<file path="config.mk">
export PLATFORM = sky130hd
export DESIGN_NAME = vblank_write_arbiter
export DESIGN_NICKNAME = d
export VERILOG_FILES = /design/src/rtl/vblank_arb_pkg.sv /design/src/rtl/vblank_write_arbiter_rr_pick.sv /design/src/rtl/vblank_write_arbiter.sv
export SDC_FILE = /design/constraint.sdc
export NUM_CORES = 1
export LEC_CHECK = 0
export BUFFER_PORTS_ARGS = -buffer_cell sky130_fd_sc_hd__buf_2
export CORE_AREA = 2 2 95 97
export DETAILED_ROUTE_END_ITERATION = 12
export DIE_AREA = 0 0 97 99
export GPL_TIMING_DRIVEN = 0
export PLACE_DENSITY = 0.89
export SLEW_MARGIN = 10
export SYNTH_ARGS = -nofsm -noshare
export SYNTH_HDL_FRONTEND = slang
export SYNTH_HIERARCHICAL = 1
export SYNTH_SLANG_ARGS = --single-unit
</file>
<file path="constraint.sdc">
create_clock -name clock_i -period 2.3 [get_ports clock_i]
set_clock_uncertainty 0.15 [all_clocks]
set_input_delay 0.23 -clock clock_i [delete_from_list [all_inputs] [get_ports clock_i]]
set_output_delay 0.23 -clock clock_i [all_outputs]
set_load 0.005 [all_outputs]
</file>
<file path="src/rtl/vblank_arb_pkg.sv">
// Shared types and constants for the vblank write arbiter.
package vblank_arb_pkg;

  typedef enum logic [1:0] {
    WAIT_VBL = 2'd0,
    ARB      = 2'd1,
    BURST    = 2'd2
  } arb_state_e;

  localparam int FRAME_CNT_W = 16;

  function automatic int wrap_inc(input int v, input int n);
    return (v + 1 >= n) ? 0 : v + 1;
  endfunction

endpackage

</file>
<file path="src/rtl/vblank_write_arbiter_rr_pick.sv">
// Combinational round-robin picker: first set request at or after ptr_i.
module rr_pick #(
  parameter int NUM_REQ = 4,
  parameter int PTR_W   = 2
) (
  input  logic [NUM_REQ-1:0] req_i,
  input  logic [PTR_W-1:0]   ptr_i,
  output logic [NUM_REQ-1:0] win_o,
  output logic               valid_o
);

  int              sum;
  logic [PTR_W-1:0] idx;

  always_comb begin
    win_o   = '0;
    valid_o = 1'b0;
    sum     = 0;
    idx     = '0;
    for (int k = 0; k < NUM_REQ; k++) begin
      sum = int'(ptr_i) + k;
      if (sum >= NUM_REQ) sum = sum - NUM_REQ;
      idx = PTR_W'(sum);
      if (!valid_o && req_i[idx]) begin
        win_o[idx] = 1'b1;
        valid_o    = 1'b1;
      end
    end
  end

endmodule

</file>
<file path="src/rtl/vblank_write_arbiter.sv">
// Grants a shared framebuffer write port only during vertical blanking; also frame tick/counter.
// Optional build macro VBLANK_ARB_OVERRUN_EN adds the sticky overrun flag and cut counter.
module vblank_write_arbiter
  import vblank_arb_pkg::*;
#(
  parameter int NUM_REQ     = 4,
  parameter int ADDR_W      = 16,
  parameter int DATA_W      = 24,
  parameter int VER_FIELD   = 1023,
  parameter int VER_TOTAL   = 1065,
  parameter int GUARD_LINES = 2,
  parameter int MAX_BURST   = 64
) (
  input  logic                      clock_i,
  input  logic                      reset_ni,
  input  logic [10:0]               display_row_i,
  input  logic [NUM_REQ-1:0]        req_i,
  input  logic [NUM_REQ-1:0]        req_last_i,
  input  logic [NUM_REQ*ADDR_W-1:0] req_addr_i,
  input  logic [NUM_REQ*DATA_W-1:0] req_data_i,
  output logic [NUM_REQ-1:0]        gnt_o,
  output logic                      mem_we_o,
  output logic [ADDR_W-1:0]         mem_addr_o,
  output logic [DATA_W-1:0]         mem_data_o,
  output logic                      frame_tick_o,
  output logic [FRAME_CNT_W-1:0]    frame_count_o,
  output logic                      overrun_o
);

  localparam int                PTR_W     = $clog2(NUM_REQ);
  localparam int                BEAT_W    = $clog2(MAX_BURST + 1);
  localparam logic [10:0]       VIS_LAST  = 11'(VER_FIELD);
  localparam logic [10:0]       GUARD_ROW = 11'(VER_TOTAL - GUARD_LINES);
  localparam logic [BEAT_W-1:0] BEAT_LAST = BEAT_W'(MAX_BURST - 1);

  arb_state_e             state_q;
  logic                   vblank_q;
  logic                   vblank_prev_q;
  logic                   frame_tick_q;
  logic [FRAME_CNT_W-1:0] frame_count_q;
  logic [NUM_REQ-1:0]     gnt_q;
  logic [PTR_W-1:0]       win_q;
  logic [PTR_W-1:0]       rr_ptr_q;
  logic [PTR_W-1:0]       rr_ptr_d;
  logic [BEAT_W-1:0]      beat_cnt_q;

  logic [NUM_REQ-1:0] pick_win;
  logic               pick_valid;
  logic [PTR_W-1:0]   pick_idx;
  logic [NUM_REQ-1:0] gnt;
  logic               beat_ok;
  logic               burst_end;
  logic               guard_ok;

  rr_pick #(
    .NUM_REQ (NUM_REQ),
    .PTR_W   (PTR_W)
  ) u_rr_pick (
    .req_i   (req_i),
    .ptr_i   (rr_ptr_q),
    .win_o   (pick_win),
    .valid_o (pick_valid)
  );

  always_comb begin
    pick_idx = '0;
    for (int i = 0; i < NUM_REQ; i++) begin
      if (pick_win[i]) pick_idx = PTR_W'(i);
    end
  end

  // Grant is cut the same cycle vblank_q falls so no write lands in active video.
  assign gnt       = gnt_q & {NUM_REQ{vblank_q}};
  assign beat_ok   = |(gnt & req_i);
  assign burst_end = beat_ok && (req_last_i[win_q] || beat_cnt_q == BEAT_LAST);
  assign guard_ok  = display_row_i <= GUARD_ROW;
  assign rr_ptr_d  = PTR_W'(wrap_inc(int'(win_q), NUM_REQ));

  always_comb begin
    mem_addr_o = '0;
    mem_data_o = '0;
    for (int i = 0; i < NUM_REQ; i++) begin
      if (gnt[i]) begin
        mem_addr_o = mem_addr_o | req_addr_i[i*ADDR_W +: ADDR_W];
        mem_data_o = mem_data_o | req_data_i[i*DATA_W +: DATA_W];
      end
    end
  end

  assign gnt_o         = gnt;
  assign mem_we_o      = beat_ok;
  assign frame_tick_o  = frame_tick_q;
  assign frame_count_o = frame_count_q;

  always_ff @(posedge clock_i or negedge reset_ni) begin
    if (!reset_ni) begin
      state_q       <= WAIT_VBL;
      vblank_q      <= 1'b0;
      vblank_prev_q <= 1'b0;
      frame_tick_q  <= 1'b0;
      frame_count_q <= '0;
      gnt_q         <= '0;
      win_q         <= '0;
      rr_ptr_q      <= '0;
      beat_cnt_q    <= '0;
    end else begin
      vblank_q      <= display_row_i > VIS_LAST;
      vblank_prev_q <= vblank_q;
      frame_tick_q  <= vblank_q & ~vblank_prev_q;
      if (vblank_q && !vblank_prev_q) frame_count_q <= frame_count_q + FRAME_CNT_W'(1);

      case (state_q)
        WAIT_VBL: begin
          if (vblank_q) state_q <= ARB;
        end
        ARB: begin
          if (!vblank_q) begin
            state_q <= WAIT_VBL;
          end else if (pick_valid && guard_ok) begin
            gnt_q      <= pick_win;
            win_q      <= pick_idx;
            beat_cnt_q <= '0;
            state_q    <= BURST;
          end
        end
        BURST: begin
          if (!vblank_q) begin
            gnt_q      <= '0;
            rr_ptr_q   <= rr_ptr_d;
            beat_cnt_q <= '0;
            state_q    <= WAIT_VBL;
          end else if (beat_ok) begin
            if (burst_end) begin
              gnt_q      <= '0;
              rr_ptr_q   <= rr_ptr_d;
              beat_cnt_q <= '0;
              state_q    <= ARB;
            end else begin
              beat_cnt_q <= beat_cnt_q + BEAT_W'(1);
            end
          end
        end
        default: state_q <= WAIT_VBL;
      endcase
    end
  end

`ifdef VBLANK_ARB_OVERRUN_EN
  logic       cut;
  logic       overrun_q;
  logic [7:0] cut_cnt_q;

  assign cut = (state_q == BURST) && !vblank_q;

  always_ff @(posedge clock_i or negedge reset_ni) begin
    if (!reset_ni) begin
      overrun_q <= 1'b0;
      cut_cnt_q <= '0;
    end else if (cut) begin
      overrun_q <= 1'b1;
      if (cut_cnt_q != 8'hFF) cut_cnt_q <= cut_cnt_q + 8'd1;
    end
  end

  assign overrun_o = overrun_q;
`else
  assign overrun_o = 1'b0;
`endif

endmodule

</file>
==> results of run 1 <==
routing by layer:
metal / GRT usage [%] / vias to the layer above
met4: 6.72 / 16
met2: 40.6 / 251
met5: 0 / -
met1: 31.7 / 1897
li1: - / 1856
met3: 18.9 / 55
synth_stat cells, drive strengths merged, types with 7 or more instances:
cell,number,area share (%)
buf,9,1.9
a22oi,82,20
mux2,7,2.6
ha,9,3.7
xnor2,12,3.5
clkbuf,20,2.5
nand3,8,1.3
nor2,15,2.4
nand2,52,6.5
o21ai,7,1.2
dfrtp,36,30
a22o,9,2.6
kinds of logic (layout without fill, tap and decap cells):
logic type / after synthesis / after routing / share of synthesized area (%)
compound gates: 129 / 129 / 32.5
simple gates: 111 / 111 / 18.4
flops: 36 / 36 / 29.8
buf+inv: 34 / 288 / 5.01
xor+xnor: 15 / 15 / 4.35
mux: 15 / 15 / 6.08
fa+ha+maj: 9 / 9 / 3.73
other cells: 1 / 16 / 0.124
stage by stage:
| step | worst slack, ps | total power, mW | instances | area, sq um | utilization, % |
|---|---|---|---|---|---|
| after global placement | -162 | 3.01 | 697 | 4370 | 51.1 |
| after detailed placement | -266 | 3.11 | 697 | 4370 | 51.1 |
| after global routing | -41.9 | 4.24 | 719 | 4710 | 55.1 |
| after CTS | 18.0 | 3.77 | 709 | 4590 | 53.6 |
| final | 37.1 | 3.97 | 727 | 4730 | 55.3 |
| after floorplan | 5.78 | 2.25 | 350 | 3040 | - |
sequential cells by signal, indices dropped and copies added, names as in the netlist:
signal and flops:
frame_count_o 16, vblank_q 1, frame_tick_o 1, rr_ptr_q 2, state_q 2, win_q 2, beat_cnt_q 7, vblank_prev_q 1
gnt_q 4
repair_timing:
| item | 4_1_cts | 5_1_grt |
|---|---|---|
| setup endpoints to repair | 47 | 44 |
| pin swaps | 5 | 7 |
| buffers inserted | 5 | 5 |
| hold endpoints to repair | 36 | 0 |
| resized for setup | 29 | 34 |
| hold buffers | 1 | 0 |
cell usage in the layout (no fill, tap or decap), drive strengths merged, types with 2 or more instances in the layout:
cell / n
and4: 4
nor3: 2
a21oi: 5
buf: 264
xor2: 3
nor2b: 4
clkinv: 3
o2bb2ai: 4
nor2: 15
nand4: 4
nand2b: 6
dfrtp: 36
o22ai: 6
o21ai: 7
a31oi: 2
nand3: 8
ha: 9
a22oi: 82
nand2: 52
mux2: 7
o21a: 2
a22o: 9
nand3b: 3
inv: 5
mux2i: 6
a211oi: 2
mux4: 2
a2111oi: 2
and3: 2
o21bai: 2
clkbuf: 15
xnor2: 12
diode: 15
and2: 5
power breakdown:
group	total [mW]	leakage [nW]	internal [mW]	switching, mW
clock network	0.440	0.0480	0.211	0.229
registers	0.887	0.472	0.754	0.133
logic	2.64	2.01	1.27	1.37
critical path: cells and delay by family, from the launching register on:
family / cells / cell delay, ps
flops: 1 / 370
mux: 1 / 540
compound gates: 3 / 650
buf+inv: 3 / 450
worst max-delay path by stage:
stage | start | to | cells past startpoint
after global placement | rr_ptr_q[0] | win_q[0] | 11
after CTS | vblank_q | mem_data_o[17] | 7
after detailed placement | rr_ptr_q[0] | win_q[0] | 11
after global routing | vblank_q | mem_data_o[0] | 7
after floorplan | rr_ptr_q[0] | gnt_q[0] | 9
final | rr_ptr_q[1] | gnt_q[0] | 7
final cells by class:
class                   instances  area [sq um]
clock inverters                 3          18.8
diodes                         15          37.5
clock buffers                   5          68.8
inverters                       5          23.8
repair buffers                250          1280
plain buffers                  25           155
flip-flops and latches         36           902
well taps                     108           135
fillers                       788          3820
multi-input cells             280          2110
==> run_results.csv, run 1 <==
group,metric,value,unit
global_routing,track_usage,27.1,%
clock_network,cts_buffers,5,
routing,drcViolationCount,0,
routing,wl_met2,6070,microns
setup_path,cp.arrival,2300,ps
routing,wl_per_cell,19.3,microns
timing,finalCritPeriodShare,98.4,%
die,die_h,99,microns
setup_path,setup.worst_path.class,"reg -> reg",
synthesis,synth_flop_cell,"dfrtp_1",
global_routing,overflow,0,
run,maxCapViolCount,0,
clock_network,root_buffer,"clkbuf_8",
routing,avgViaCountPerCell,5.61,
global_routing,grt_max_degree,37,
power,p_leak,2.53,nW
clock_network,path_clk_slew,70,ps
timing,slew-limit-headroom,47.2,%
placed_design,gp_congestion,0.955,
timing,tightest_slew,792,ps
clock_network,worst_skew_pair.late_latency,290,ps
routing,vias,4075,
power,irDropWorstVdd,597,uV
setup_path,crit_fanout,5,
die,die_x,97,microns
routing,met1_length,5200,microns
timing,setup_tns,0,ps
min_path,hp-start,"display_row_i[10]",
power,p_per_area,839,nW/um^2
synthesis,yosysWarnings,6,
setup_path,cpMostUsedCell,"buf_4",
global_routing,grt_pass1_wl,20700,microns
min_path,hold_class,"in -> reg",
finish,nets,793,
setup_path,crit_slowest_cell,"mux4_2",
timing,finalSetupViolCount,0,
clock_network,cts_max_path_buffers,2,
die,rows,34,
routing,wl,14000,microns
timing,rsz0062_at_grt,"true",
timing,fmax,0.442,GHz
die,coreArea,8550,sq um
finish,area_delta_synth_final,56.5,%
die,start_util,35.4,%
routing,top_layer,"met5",
synthesis,synth_area,3020,sq um
setup_path,max_stage_delay,540,ps
routing,dr.first_iter.drc_count,360,
synthesis,synth_seq_area_share,29.8,%
timing,slew_violations,0,
timing,fin_crit,2260,ps
synthesis,synth_fp_nets,540,
setup_path,rr_endpoint,"gnt_q[0]",
synthesis,synth.ff_latch_count,36,
synthesis,synth-edff-count,0,
clock_network,htree_levels,2,
min_path,hold-path-endpoint,"vblank_q",
timing,fin_hold_ws,3.66,ps
global_routing,antenna_found_initial,24,
routing,ant_nets,0,
clock_network,cts_tree,"done",
global_routing,grt_pass1_vias,3992,
synthesis,ys_types,51,
timing,hold_violations,0,
finish,drive_gt1_share,50.7,%
die,pin_count,244,
outcome,status,"completed",
setup_path,timing.reg2reg.setup_slack,40,ps
synthesis,netlist_instances,350,
routing,route.met3.wl,2310,microns
die,die_area,9600,sq um
setup_path,crit_chain,"buf_6 > buf_4 > mux4_2 > buf_4 > a2111oi_4 > o2bb2ai_1 > a22o_1",
setup_path,worstRegToRegCells,7,
placed_design,dpl.hpwl,11600,microns
synthesis,postSynth.asyncResetShare,100,%
clock_network,clock_sinks,36,
setup_path,required,2330,ps
synthesis,syn_avg_cell_area,8.64,sq um
min_path,hold_depth,2,
placed_design,port_buffers,239,
routing,dr.pass1.iters,5,
setup_path,rr_startpoint,"rr_ptr_q[1]",
setup_path,endpoint_kind,"flip-flop",
setup_path,startpoint_type,"flip-flop",
No activity file was read; power rests on OpenSTA's default activity.
==> inputs of run 2 (changes only) <==
--- a/config.mk
+++ b/config.mk
@@ -9,7 +9,7 @@
 export CORE_AREA = 2 2 95 97
 export DETAILED_ROUTE_END_ITERATION = 12
 export DIE_AREA = 0 0 97 99
-export GPL_TIMING_DRIVEN = 0
+export MAX_ROUTING_LAYER = met4
 export PLACE_DENSITY = 0.89
 export SLEW_MARGIN = 10
 export SYNTH_ARGS = -nofsm -noshare
==> run 2 against run 1 <==
Compared with the run above:
- maximum frequency rose by 1.4%
- final area fell by 3.9%
- worst setup slack improved by 31 ps
- count of clock-buffer cells in the layout increased by 2
- largest cell class unchanged
- largest power group unchanged
==> run_results.csv, run 2 (same netlist as run 1, synthesis figures left out) <==
group,metric,value,unit
outcome,status,"completed",
placed_design,placed_cell_area,4350,sq um
run,maxCapViolCount,0,
setup_path,startpoint_type,"flip-flop",
setup_path,rr_endpoint,"win_q[1]",
routing,avgViaCountPerCell,5.47,
setup_path,timing.reg2reg.setup_slack,70,ps
clock_network,cts_max_path_buffers,2,
setup_path,setup.worst_path.class,"reg -> reg",
clock_network,path_clk_slew,70,ps
clock_network,cts_buffers,5,
setup_path,crit_chain,"buf_4 > mux4_2 > a31o_1 > a221oi_2 > o2bb2ai_2 > nor2_1 > a21oi_1",
clock_network,cts_setup_buffers,0,
global_routing,grt_util_met1,30.3,%
setup_path,worstRegToRegCells,7,
die,pin_count,244,
die,rows,34,
global_routing,antenna_found_initial,16,
die,coreArea,8550,sq um
finish,nets,773,
power,p_leak,2.43,nW
timing,finalSetupViolCount,0,
timing,worst_slack,68.5,ps
clock_network,clock_sinks,36,
placed_design,dp_cells,682,
finish,finalInstanceArea,4550,sq um
global_routing,grt_pass1_wl,18900,microns
finish,layout_commonest_cell,"buf_2",
finish,fin_util,53.2,%
finish,mostFrequentLayoutCells,"239 x buf_2, 82 x a22oi_1, 52 x nand2_1",
timing,fmax,0.448,GHz
timing,slew-limit-headroom,48.0,%
finish,layout.cells.non_filler,709,
setup_path,required,2300,ps
setup_path,crit_fanout,9,
routing,dr.pass1.iters,5,
timing,fin_crit,2230,ps
setup_path,worstSetupStartpoint,"rr_ptr_q[1]",
timing,slew_violations,0,
setup_path,path_buf_inv,1,
timing,tightest_slew,780,ps
die,die_h,99,microns
routing,vias,3875,
timing,finalCritPeriodShare,97.0,%
setup_path,crit_slowest_cell,"mux4_2",
global_routing,grtUsageMet3,15.8,%
clock_network,root_buffer,"clkbuf_8",
finish,area_delta_synth_final,50.4,%
global_routing,grt_max_degree,41,
power,p_per_area,808,nW/um^2
power,irDropWorstVdd,619,uV
placed_design,port_buffers,239,
finish,drive_gt1_share,48.6,%
setup_path,max_stage_delay,580,ps
clock_network,htree_levels,2,
setup_path,critPathTopFamily,"compound AO/OA/AOI/OAI gates",
placed_design,place_ws,-99.6,ps
die,die_x,97,microns
setup_path,endpoint_kind,"flip-flop",
setup_path,cp.depth,7,
finish,largest_register_ffs,16,
routing,wl_per_cell,18.1,microns
clock_network,cts_tree,"done",
placed_design,gp_congestion,0.902,
routing,ant_nets,0,
routing,dr.first_iter.drc_count,224,
timing,hold_violations,0,
global_routing,grt_pass1_vias,3613,
setup_path,rr_startpoint,"rr_ptr_q[1]",
setup_path,crit_path_end,"win_q[1]",
setup_path,cp.arrival,2230,ps
placed_design,dpl.hpwl,10600,microns
die,start_util,35.4,%
timing,fin_hold_ws,253,ps
routing,wl,12800,microns
global_routing,track_usage,25.6,%
routing,drcViolationCount,0,
min_path,hold_class,"in -> reg",
global_routing,met2_usage,35.8,%
clock_network,worst_skew_pair.late_latency,290,ps
die,die_area,9600,sq um
global_routing,overflow,0,
global_routing,top_usage_layer,"met2",
[run 2: timing repair]
| item | 4_1_cts | 5_1_grt |
|---|---|---|
| endpoints found under the setup margin | 3 | 3 |
| gates resized for setup | 4 | 4 |
| hold buffers | 2 | 0 |
| hold endpoints to repair | 37 | 0 |
[run 2: through the flow]
stage	power, mW	TNS (ps)
2_1_floorplan	2.25	0
6_report	3.67	0
4_1_cts	3.62	0
3_3_place_gp	2.99	0
3_5_place_dp	3.07	-99.6
5_1_grt	3.95	-77.3
[run 2: routing by layer]
metal	part of all wire [%]	vias up	routed length (microns)
li1	-	1821	-
met1	40	1814	5080
met2	42	211	5420
met3	15	29	1960
met4	3.0	0	391
met5	0	-	0
[run 2: final cells by class]
class	instances	area, sq um
antenna	17	42.5
clock buffer	7	86.3
clock inverter	1	7.51
fill	795	4000
inverter	5	18.8
multi-input combinational	280	2020
sequential	36	901
tap	108	135
timing repair buffer	255	1330
[run 2: power breakdown]
part           leakage, nW  switching, mW  internal (mW)
logic                 1.91           1.21           1.11
registers            0.473          0.128          0.753
clock network       0.0446          0.226          0.243
total                 2.43           1.57           2.11
[run 2: worst min-delay path by stage]
stage	depth (start not counted)	slack (ps)	startpoint	endpoint
2_1_floorplan	0	-220	reset_ni	beat_cnt_q[0]
5_1_grt	4	290	display_row_i[6]	state_q[1]
3_5_place_dp	1	210	reset_ni	frame_count_o[7]
3_3_place_gp	1	180	reset_ni	frame_count_o[5]
4_1_cts	4	260	display_row_i[6]	state_q[1]
6_report	4	250	display_row_i[6]	state_q[1]
[run 2: tightest hold or removal path, delay by kind of cell]
| family | cells | cell delay (ps) |
|---|---|---|
| buf+inv | 1 | 70 |
| simple gates | 1 | 170 |
| compound gates | 2 | 180 |
==> inputs of run 3 (changes only) <==
--- a/config.mk
+++ b/config.mk
@@ -6,9 +6,11 @@
 export NUM_CORES = 1
 export LEC_CHECK = 0
 export BUFFER_PORTS_ARGS = -buffer_cell sky130_fd_sc_hd__buf_2
-export CORE_AREA = 2 2 95 97
+export CELL_PAD_IN_SITES_DETAIL_PLACEMENT = 0
+export CELL_PAD_IN_SITES_GLOBAL_PLACEMENT = 2
+export CORE_UTILIZATION = 18
 export DETAILED_ROUTE_END_ITERATION = 12
-export DIE_AREA = 0 0 97 99
+export GPL_ROUTABILITY_DRIVEN = 0
 export MAX_ROUTING_LAYER = met4
 export PLACE_DENSITY = 0.89
 export SLEW_MARGIN = 10
==> run 3 against run 2 <==
Compared with the run above:
- non-clock buffer count unchanged
- die area rose by 80%
- first-iteration DRC count rose by 3.1%
- final cell count rose by 13%
- clock power is 42% higher
- sequential cell count stayed put
==> run_results.csv, run 3 (same netlist as run 1, synthesis figures left out) <==
group,metric,value,unit
min_path,hold_class,"in -> reg",
timing,finalSetupViolCount,0,
clock_network,path_clk_slew,50,ps
power,p_per_area,828,nW/um^2
finish,area_delta_synth_final,56.3,%
setup_path,rr_endpoint,"win_q[0]",
setup_path,endpoint_kind,"flip-flop",
power,power.switching,1.56,mW
setup_path,setup.worst_path.class,"reg -> reg",
setup_path,rr_startpoint,"rr_ptr_q[0]",
clock_network,clock_sinks,36,
outcome,status,"completed",
timing,finalCritPeriodShare,95.2,%
setup_path,critPathTopFamily,"compound AO/OA/AOI/OAI gates",
routing,dr.first_iter.drc_count,231,
finish,drive_gt1_share,48.5,%
global_routing,grt_pass1_vias,3358,
setup_path,worstRegToRegCells,8,
finish,diodes,0,
routing,drcViolationCount,0,
timing,setup_tns,0,ps
placed_design,port_buffers,239,
finish,layout.cells.non_filler,804,
die,die_area,17300,sq um
setup_path,crit_slowest_cell,"dfrtp_1",
finish,fill_cells,1801,
finish,finalInstanceArea,4720,sq um
placed_design,place_ws,37.5,ps
clock_network,cts_tree,"done",
timing,slew-limit-headroom,44.6,%
finish,largest_register_ffs,16,
global_routing,antenna_found_initial,0,
setup_path,max_stage_delay,400,ps
power,internal_power,2.34,mW
power,irDropWorstVdd,364,uV
power,p_clk_share,17.1,%
placed_design,placed_cell_area,4510,sq um
setup_path,cp.arrival,2180,ps
power,finalPower,3.91,mW
power,p_comb_share,60.3,%
finish,layout_commonest_cell,"buf_2",
timing,slew_violations,0,
timing,fin_crit,2190,ps
timing,fin_hold_ws,299,ps
finish,nets,773,
die,die_h,132,microns
setup_path,worstSetupStartpoint,"rr_ptr_q[0]",
timing,rsz0062_at_grt,"false",
global_routing,grt_pass1_wl,18500,microns
setup_path,crit_path_end,"win_q[0]",
finish,mostFrequentLayoutCells,"239 x buf_2, 82 x a22oi_1, 52 x nand2_1",
setup_path,timing.reg2reg.setup_slack,110,ps
timing,worst_slack,111,ps
die,coreArea,16500,sq um
timing,hold_violations,0,
setup_path,startpoint_type,"flip-flop",
timing,fmax,0.457,GHz
global_routing,overflow,0,
die,rows,47,
setup_path,required,2290,ps
global_routing,track_usage,13.6,%
timing,tightest_slew,830,ps
finish,fin_util,28.7,%
routing,avgViaCountPerCell,4.59,
routing,vias,3687,
setup_path,path_buf_inv,2,
power,p_sw_share,40.0,%
run,maxCapViolCount,0,
die,pin_count,244,
routing,wl_per_cell,14.8,microns
routing,dr.pass1.iters,5,
die,die_x,132,microns
placed_design,dp_cells,794,
routing,ant_nets,0,
setup_path,crit_chain,"buf_4 > or3b_1 > a2111oi_2 > or3_4 > o2bb2ai_2 > inv_1 > a21oi_2 > a21oi_1",
setup_path,crit_fanout,4,
routing,wl,11900,microns
die,start_util,18.4,%
clock_network,cts_buffers,5,
clock_network,cts_max_path_buffers,2,
clock_network,htree_levels,2,
clock_network,worst_skew_pair.late_latency,270,ps
setup_path,cp.depth,8,
power,p_leak,2.46,nW
clock_network,root_buffer,"clkbuf_16",
power,power_frac_seq,22.6,%
global_routing,grt_max_degree,42,
placed_design,dpl.hpwl,9330,microns
==> run 3: worst min path at each step <==
stage | from | end | slack [ps] | cells after the start
floorplan | reset_ni | beat_cnt_q[0] | -220 | 0
global placement | reset_ni | frame_count_o[7] | 210 | 1
detailed placement | reset_ni | frame_count_o[7] | 220 | 1
CTS | display_row_i[6] | state_q[1] | 290 | 4
global route | vblank_prev_q | frame_tick_o | 340 | 1
finish | display_row_i[6] | state_q[1] | 300 | 4
==> run 3: routing by layer <==
| layer | GRT usage [%] | part of all wire (%) |
|---|---|---|
| met1 | 18.4 | 47 |
| met2 | 21.4 | 47 |
| met3 | 2.39 | 5.9 |
| met4 | 2.00 | 0.47 |
| met5 | - | 0 |
==> run 3: timing repair <==
item	4_1_cts	5_1_grt
setup buffers	0	0
hold buffers	2	0
hold endpoints to repair	37	0
pin swaps	0	1
gates resized for setup	2	7
setup endpoints to repair	1	11
==> run 3: worst reg2reg max path: stages (launching register included) <==
cell	delay [ps]
dfrtp_1	400
buf_4	150
or3b_1	380
a2111oi_2	360
or3_4	210
o2bb2ai_2	130
inv_1	80
a21oi_2	120
a21oi_1	70
==> run 3: power by group through the flow <==
stage	registers (mW)	clock network [mW]	logic [mW]
floorplan	0.876	0	1.37
global placement	0.894	0	2.26
detailed placement	0.893	0	2.26
CTS	0.884	0.692	2.30
global route	0.911	0.720	2.59
finish	0.882	0.668	2.36
==> run 3: final cells by class <==
type / count / area [sq um] / share of cell area (%)
inverters: 5 / 18.8 / 0.397
flip-flops and latches: 36 / 902 / 19.1
clock buffers: 8 / 146 / 3.10
multi-input cells: 280 / 2020 / 42.7
repair buffers: 255 / 1360 / 28.8
well taps: 220 / 275 / 5.83
